--- src/rtl/ex_muldiv_unit.sv ---
// ex_muldiv_unit: iterative MULT/MULTU/DIV/DIVU unit for the EX stage, writing HI/LO.
// One shift-add or restoring shift-subtract step per cycle; busy_o stalls the front end.
module ex_muldiv_unit #(
    parameter int         WIDTH    = 32,
    parameter logic [3:0] OP_MULT  = 4'b1000,
    parameter logic [3:0] OP_MULTU = 4'b1001,
    parameter logic [3:0] OP_DIV   = 4'b1010,
    parameter logic [3:0] OP_DIVU  = 4'b1011
) (
    input  logic             clk,
    input  logic             rst_n,
    input  logic             valid_i,
    input  logic [3:0]       ALUOp_i,
    input  logic [WIDTH-1:0] a_i,
    input  logic [WIDTH-1:0] b_i,
    input  logic             flush_i,
    output logic             busy_o,
    output logic             done_o,
    output logic [WIDTH-1:0] hi_o,
    output logic [WIDTH-1:0] lo_o
);
    localparam int CW = $clog2(WIDTH);

    typedef enum logic [1:0] {S_IDLE, S_RUN, S_FIX, S_DONE} state_t;
    state_t state_q, state_d;

    logic [CW-1:0]    cnt_q;
    logic [WIDTH-1:0] acc_hi_q, acc_lo_q, m_q, a_raw_q, hi_q, lo_q;
    logic             div_q, neg_q, rneg_q;

    logic             is_md, accept, op_signed, op_div, a_neg, b_neg;
    logic [WIDTH-1:0] a_mag, b_mag;
    logic [WIDTH:0]   add_sum, rem_sh;
    logic [WIDTH-1:0] sub_diff, step_hi, step_lo, q_fix, r_fix, res_hi, res_lo;
    logic [2*WIDTH-1:0] prod, prod_fix;
    logic             sub_ok, div0;

    assign is_md     = valid_i && (ALUOp_i == OP_MULT || ALUOp_i == OP_MULTU ||
                                   ALUOp_i == OP_DIV  || ALUOp_i == OP_DIVU);
    assign op_signed = ALUOp_i == OP_MULT || ALUOp_i == OP_DIV;
    assign op_div    = ALUOp_i == OP_DIV  || ALUOp_i == OP_DIVU;
    assign accept    = is_md && !flush_i && (state_q == S_IDLE || state_q == S_DONE);
    assign a_neg     = op_signed && a_i[WIDTH-1];
    assign b_neg     = op_signed && b_i[WIDTH-1];
    assign a_mag     = a_neg ? -a_i : a_i;
    assign b_mag     = b_neg ? -b_i : b_i;

    // Multiply keeps the multiplier in acc_lo and shifts the product in from the top;
    // divide shifts the dividend out of acc_lo into the remainder while quotient bits enter.
    assign add_sum  = {1'b0, acc_hi_q} + (acc_lo_q[0] ? {1'b0, m_q} : '0);
    assign rem_sh   = {acc_hi_q, acc_lo_q[WIDTH-1]};
    assign sub_ok   = rem_sh >= {1'b0, m_q};
    assign sub_diff = rem_sh[WIDTH-1:0] - m_q;
    assign step_hi  = div_q ? (sub_ok ? sub_diff : rem_sh[WIDTH-1:0]) : add_sum[WIDTH:1];
    assign step_lo  = div_q ? {acc_lo_q[WIDTH-2:0], sub_ok} : {add_sum[0], acc_lo_q[WIDTH-1:1]};

    assign prod     = {acc_hi_q, acc_lo_q};
    assign prod_fix = neg_q ? -prod : prod;
    assign q_fix    = neg_q ? -acc_lo_q : acc_lo_q;
    assign r_fix    = rneg_q ? -acc_hi_q : acc_hi_q;
    assign div0     = m_q == '0;
    assign res_hi   = div_q ? (div0 ? a_raw_q : r_fix) : prod_fix[2*WIDTH-1:WIDTH];
    assign res_lo   = div_q ? (div0 ? '1 : q_fix) : prod_fix[WIDTH-1:0];

    always_comb begin
        state_d = state_q;
        case (state_q)
            S_IDLE:  state_d = accept ? S_RUN : S_IDLE;
            S_RUN:   state_d = flush_i ? S_IDLE : (cnt_q == CW'(WIDTH - 1) ? S_FIX : S_RUN);
            S_FIX:   state_d = flush_i ? S_IDLE : S_DONE;
            default: state_d = accept ? S_RUN : S_IDLE;
        endcase
    end

    always_ff @(posedge clk or negedge rst_n) begin
        if (!rst_n) state_q <= S_IDLE;
        else        state_q <= state_d;
    end

    always_ff @(posedge clk or negedge rst_n) begin
        if (!rst_n) begin
            cnt_q    <= '0;
            acc_hi_q <= '0;
            acc_lo_q <= '0;
            m_q      <= '0;
            a_raw_q  <= '0;
            div_q    <= 1'b0;
            neg_q    <= 1'b0;
            rneg_q   <= 1'b0;
            hi_q     <= '0;
            lo_q     <= '0;
        end else begin
            if (accept) begin
                cnt_q    <= '0;
                acc_hi_q <= '0;
                acc_lo_q <= op_div ? a_mag : b_mag;
                m_q      <= op_div ? b_mag : a_mag;
                a_raw_q  <= a_i;
                div_q    <= op_div;
                neg_q    <= a_neg ^ b_neg;
                rneg_q   <= a_neg;
            end else if (state_q == S_RUN) begin
                cnt_q    <= cnt_q + CW'(1);
                acc_hi_q <= step_hi;
                acc_lo_q <= step_lo;
            end
            if (state_q == S_FIX && !flush_i) begin
                hi_q <= res_hi;
                lo_q <= res_lo;
            end
        end
    end

    assign busy_o = state_q == S_RUN || state_q == S_FIX;
    assign done_o = state_q == S_DONE;
    assign hi_o   = hi_q;
    assign lo_o   = lo_q;
endmodule

--- config.mk ---
export PLATFORM = sky130hd
export DESIGN_NAME = ex_muldiv_unit
export DESIGN_NICKNAME = d
export VERILOG_FILES = /design/src/rtl/ex_muldiv_unit.sv
export SDC_FILE = /design/constraint.sdc
export NUM_CORES = 1
export LEC_CHECK = 0
export BUFFER_PORTS_ARGS = -buffer_cell sky130_fd_sc_hd__buf_2
export CORE_AREA = 3 3 258 209
export DETAILED_ROUTE_END_ITERATION = 8
export DIE_AREA = 0 0 261 212
export GPL_TIMING_DRIVEN = 0
export PLACE_DENSITY = 0.6
export SYNTH_ARGS = -nofsm -noshare
export SYNTH_HDL_FRONTEND = slang
export SYNTH_SLANG_ARGS = --single-unit
--- constraint.sdc ---
create_clock -name clk -period 3.89 [get_ports clk]
set_input_delay 0.1945 -clock clk [delete_from_list [all_inputs] [get_ports clk]]
set_output_delay 0.1945 -clock clk [all_outputs]
set_load 0.05 [all_outputs]
==> results_dict.tcl, run 1 <==
set metrics [dict create \
    worstSetupPathType "reg2reg" \
    antenna_found_initial 0 \
    fin_skew_ns 0.0386 \
    endpoint_kind "flop" \
    slew_viol_final 0 \
    path_max_fanout 10 \
    grt_max_degree 86 \
    cts-root-buf "clkbuf_16" \
    grt_use_total_pct 26.9 \
    core_area_um2 51200 \
    drt_iter0_drc 2024 \
    drt-total-wl_mm 76.8 \
    fillers 5338 \
    netlist.area_leader.share_pct 30.8 \
    globalplace.congestion 0.983 \
    dieArea_um2 55300 \
    insertion_delay_ns 0.58 \
    ios 138 \
    place_area_um2 18000 \
    hold_viol 0 \
    cts.path.max_buffers 3 \
    powerDensity_nw_per_um2 641 \
    cts_tree "done" \
    synth.distinct_cells 76 \
    final_cell_mix "266 x nand2_1, 239 x nor2_1, 199 x dfrtp_1" \
    wl_per_cell_um 25.5 \
    drc_errors 0 \
    syn_inst 2103 \
    nets 2453 \
    syn_area_um2 16400 \
    synthTopCellsByArea "dfrtp_1 31%, nand2_1 6.1%, xor2_1 6.1%" \
    synth-main-ff-cell "dfrtp_1" \
    fmax_mhz 264 \
    grt_pass1_wl_mm 111 \
    hold_class "in2reg" \
    period_needed_ns 3.79 \
    vias_per_cell 5.86 \
    worstPathRequired_ns 4.28 \
    cts.sinks 202 \
    cts_max_level 1 \
    yosys.area.top_type "dfrtp_1" \
    start_util_pct 32.0 \
    grt_pass1_vias 16423 \
    cts_buffers 25 \
    gr-total-overflow 0 \
    synth_edf_count 0 \
    io_buffers 137 \
    antenna_left 0 \
    relSlewSlack_pct 15.1 \
    die_h_um 212 \
    p_leak_nw 8.36 \
    start_kind "flop" \
    status "completed" \
    hpwlAfterDp_mm 60.4 \
    diodes 0 \
    clkTransAtPathRegs_ns 0.07 \
    ys_ff_latch 202 \
    rsz0062_at_grt "false" \
    drive_gt1_share_pct 11.1 \
    crit_start "state_q[0]" \
    syn_area_per_cell_um2 7.80 \
    mostFrequentLayoutCell "nand2_1" \
    hp-start "ALUOp_i[1]" \
    rows 74 \
    ir_worst_vdd_uv 338 \
    design_area_um2 19400 \
    synth_nets 2250 \
    tightest_slew_ns 1.27 \
    die_x_um 261 \
    first_pass_iters 5 \
    ys_warn_count 0 \
    r2r-start "state_q[0]" \
    vias 17641 \
    setup_violations 0 \
    post-route-period-util_pct 97.3 \
    hold_ws_ns 0.0189 \
    ys_seq_area_share_pct 30.8 \
    async_flop_share_pct 100 \
    maxCapViolCount 0 \
    syn2layout_area_growth_pct 18.1 \
    cp_data_arrival_time_ns 4.18 \
]
## synthesized netlist by cell type (15+ instances only)
cell type,number
a31oi_1,30
nand3_1,33
a211oi_1,21
inv_1,68
nand4_1,22
buf_1,21
xor2_1,114
clkbuf_1,101
o21ai_0,177
or3_1,17
a21o_1,23
nor3_1,35
o31ai_1,26
a21oi_1,196
mux2i_1,51
o221ai_1,17
o22ai_1,18
nor2_1,239
nand2b_1,15
or4_1,18
dfrtp_1,202
xnor2_1,80
nand2_1,266
ha_1,73
## power by group
group | switching (mW) | internal, mW | total, mW
clock | 1.08 | 1.48 | 2.56
combinational | 4.15 | 2.44 | 6.60
sequential | 0.762 | 2.52 | 3.28
## routing by layer
layer | part of all wire, % | GRT usage (%)
met5 | 0 | 0
met4 | 2.9 | 7.41
met3 | 12 | 9.87
met2 | 39 | 36.3
met1 | 46 | 39.8
## flip-flops by register name (all words and copies together) (netlist names), 2 cells and up
register	cells
a_raw_q	32
acc_hi_q	32
acc_lo_q	32
cnt_q	5
hi_o	32
lo_o	32
m_q	32
state_q	2
## worst paths after layout
| kind | end | slack, ns | cells after the start |
|---|---|---|---|
| min reg2reg | hi_o[9] | 0.48 | 2 |
| min in group asynchronous | hi_o[20] | 0.11 | 2 |
| max in group asynchronous | m_q[21] | 2.52 | 4 |
| min | acc_lo_q[6] | 0.02 | 3 |
| max reg2reg | acc_hi_q[10] | 0.10 | 9 |
| max | acc_hi_q[10] | 0.10 | 9 |
## cell families (layout without fill, tap and decap cells)
logic type	count (synthesis)	in the layout	share of synthesized area [%]
flip-flops	202	202	30.8
AND/OR/NAND/NOR	726	726	20.1
AO/OA/AOI/OAI	646	646	24.5
XOR/XNOR	194	194	10.4
adder cells (fa/ha/maj)	75	75	5.81
multiplexers	59	59	3.66
buffers and inverters	201	423	4.71
## timing repair
| item | 4_1_cts | 5_1_grt |
|---|---|---|
| gates resized for setup | 23 | 20 |
| buffers inserted | 1 | 3 |
| pin swaps | 2 | 5 |
| setup endpoints to repair | 31 | 24 |
| hold buffers | 35 | 0 |
| hold endpoints to repair | 132 | 0 |
## per-stage QoR
step / setup slack [ns] / std cells / setup TNS, ns / power, mW / util, %
2_1_floorplan: 0.582 / 2103 / 0 / 7.42 / -
3_3_place_gp: -1.12 / 2924 / -228.15 / 9.47 / 35.1
3_5_place_dp: -0.858 / 2926 / -8.83 / 9.50 / 35.2
4_1_cts: 0.0206 / 3008 / 0 / 12.1 / 37.7
5_1_grt: 0.00185 / 3009 / 0 / 13.1 / 37.8
6_report: 0.104 / 3009 / 0 / 12.4 / 37.8
## cell type report
class,instances,area (µm²),share of cell area (%)
inverter,69,262,1.35
clock buffer,33,706,3.64
buffer,130,527,2.72
clock inverter,13,159,0.820
timing repair buffer,178,1130,5.84
multi-input combinational,1700,10700,55.1
sequential,202,5060,26.1
tap,684,856,4.42
## worst max-delay path: stages, from the launching register on
cell      delay [ns]
dfrtp_1         0.37
inv_1           0.05
ha_1            0.33
nand2_1         0.17
or2_2           0.33
nor2_1          0.41
clkbuf_1        0.51
buf_1           0.60
clkbuf_1        0.68
o22ai_1         0.17
No activity file was read; power rests on OpenSTA's default activity.
==> inputs of run 2 (changes only) <==
--- a/config.mk
+++ b/config.mk
@@ -6,9 +6,9 @@
 export NUM_CORES = 1
 export LEC_CHECK = 0
 export BUFFER_PORTS_ARGS = -buffer_cell sky130_fd_sc_hd__buf_2
-export CORE_AREA = 3 3 258 209
+export CORE_AREA = 2 2 257 208
 export DETAILED_ROUTE_END_ITERATION = 8
-export DIE_AREA = 0 0 261 212
+export DIE_AREA = 0 0 259 210
 export GPL_TIMING_DRIVEN = 0
 export PLACE_DENSITY = 0.6
 export SYNTH_ARGS = -nofsm -noshare
==> constraint.sdc (replaced) <==
create_clock -name clk -period 4.1 [get_ports clk]
set_input_delay 0.205 -clock clk [delete_from_list [all_inputs] [get_ports clk]]
set_output_delay 0.205 -clock clk [all_outputs]
set_load 0.05 [all_outputs]
==> run 2 against run 1 <==
Clock skew shrank 0.020 ns; count of clock-buffer cells in the layout is 4 lower; via count fell by 0.43%; clock power shrank 14%; sequential share of layout area up 0.27 points; final area shrank 1.1%; worst setup slack got worse by 0.075 ns; critical endpoint is now acc_hi_q[4]; largest power group unchanged.
==> results_dict.tcl, run 2 (synthesis results as in run 1) <==
set metrics [dict create \
    fin_skew_ns 0.0181 \
    combPwrFrac_pct 54.4 \
    status "completed" \
    grt.busiest_layer "met1" \
    hold_viol 0 \
    rows 75 \
    mostFrequentLayoutCell "nand2_1" \
    post-route-period-util_pct 99.3 \
    drt_iter0_drc 2431 \
    ios 138 \
    die_h_um 210 \
    hold_class "in2reg" \
    start_kind "flop" \
    p_sw_share_pct 48.8 \
    final_cell_mix "266 x nand2_1, 239 x nor2_1, 202 x dfrtp_1" \
    cts_buffers 23 \
    start_util_pct 31.6 \
    relSlewSlack_pct 21.1 \
    first_pass_iters 6 \
    grt_pass1_vias 16597 \
    p_leak_nw 8.28 \
    fin_cells 3008 \
    drc_errors 0 \
    die_x_um 259 \
    use_met1_pct 37.7 \
    nets 2446 \
    globalplace.congestion 1.00 \
    insertion_delay_ns 0.55 \
    core_area_um2 51900 \
    maxCapViolCount 0 \
    vias 17566 \
    cts_max_level 1 \
    fmax_mhz 246 \
    hold_ws_ns 0.0205 \
    met2_usage_pct 35.2 \
    cts-root-buf "clkbuf_16" \
    gr-total-overflow 0 \
    dieArea_um2 54400 \
    slew_viol_final 0 \
    pwr-share-clk_pct 18.9 \
    worstPathRequired_ns 4.48 \
    cp_data_arrival_time_ns 4.45 \
    power.internal_mw 5.92 \
    path_max_fanout 10 \
    seqCellArea_um2 5050 \
    cts.path.max_buffers 3 \
    fillers 5401 \
    endpoint_kind "flop" \
    setup_violations 0 \
    wl_per_cell_um 24.3 \
    cts_tree "done" \
    hpwlAfterDp_mm 58.7 \
    multi_input_area_um2 10600 \
    grt_use_total_pct 26.4 \
    utilization_pct 36.9 \
    antenna_found_initial 3 \
    cts.sinks 202 \
    dp_cells 2934 \
    clkTransAtPathRegs_ns 0.06 \
    vias_per_cell 5.84 \
    drive_gt1_share_pct 10.1 \
    worstSetupPathType "reg2reg" \
    antenna_left 0 \
    syn2layout_area_growth_pct 16.8 \
    drt-total-wl_mm 73.2 \
    rsz0062_at_grt "false" \
    seqPwrFrac_pct 26.7 \
    grt_pass1_wl_mm 108 \
    ir_worst_vdd_uv 278 \
    tightest_slew_ns 1.18 \
    met3_usage_pct 11.9 \
    period_needed_ns 4.07 \
    powerDensity_nw_per_um2 604 \
    grt_max_degree 105 \
    switching_power_mw 5.65 \
    io_buffers 137 \
]
## run 2: path summary, 6_finish.rpt
| check | slack, ns | cells after the start | startpoint | end |
|---|---|---|---|---|
| max in group asynchronous | 2.72 | 3 | rst_n | lo_o[23] |
| worst max-delay path | 0.03 | 9 | state_q[0] | acc_hi_q[4] |
| worst max register to register | 0.03 | 9 | state_q[0] | acc_hi_q[4] |
| worst min register to register | 0.48 | 2 | hi_o[9] | hi_o[9] |
| min in group asynchronous | 0.31 | 2 | rst_n | hi_o[16] |
| worst min-delay path | 0.02 | 3 | b_i[0] | m_q[0] |
## run 2: layout make-up
cell class                      count  area share (%)
Antenna cell                        1          0.0131
Buffer                            131            2.71
Clock buffer                       29            3.22
Clock inverter                     11           0.705
Inverter                           69            1.35
Multi-Input combinational cell   1700            55.6
Sequential cell                   202            26.4
Tap cell                          693            4.52
Timing Repair Buffer              172            5.54
## run 2: power by group through the flow
stage	Clock (mW)	Sequential (mW)	Combinational (mW)
global route	2.29	3.11	6.82
floorplan	0	2.86	4.18
finish	2.19	3.09	6.30
detailed placement	0	3.08	5.97
global placement	0	3.07	5.90
CTS	2.19	3.05	6.06
## run 2: stage by stage
stage               power [mW]  TNS (ns)  cell area [µm²]  setup WS [ns]
floorplan                 7.04         0            16400          0.792
global placement          8.98   -160.54            18000         -0.819
detailed placement        9.05     -3.53            18000         -0.600
CTS                       11.3         0            19100         0.0674
global route              12.2         0            19200       0.000895
finish                    11.6         0            19200         0.0293
## run 2: worst max-delay path: stages, from the launching register on
cell and delay, ns:
dfrtp_1 0.37, inv_1 0.06, ha_1 0.33, nand2_1 0.11, or2_2 0.36, nor2_1 0.59, clkbuf_1 0.49, buf_1 0.68
clkbuf_1 0.72, o32ai_1 0.18
## run 2: metal layers
layer	part of all wire (%)	vias to the layer above	wire, µm
li1	-	7917	-
met2	39	989	28300
met4	3.1	4	2280
met3	15	130	10700
met1	44	8526	31900
met5	0.046	-	34
## run 2: what timing repair did
action | CTS | global route
gates resized for setup | 12 | 10
hold buffers | 33 | 0
hold endpoints to repair | 132 | 0
setup endpoints to repair | 15 | 8
buffers inserted | 1 | 0
pin swaps | 1 | 1
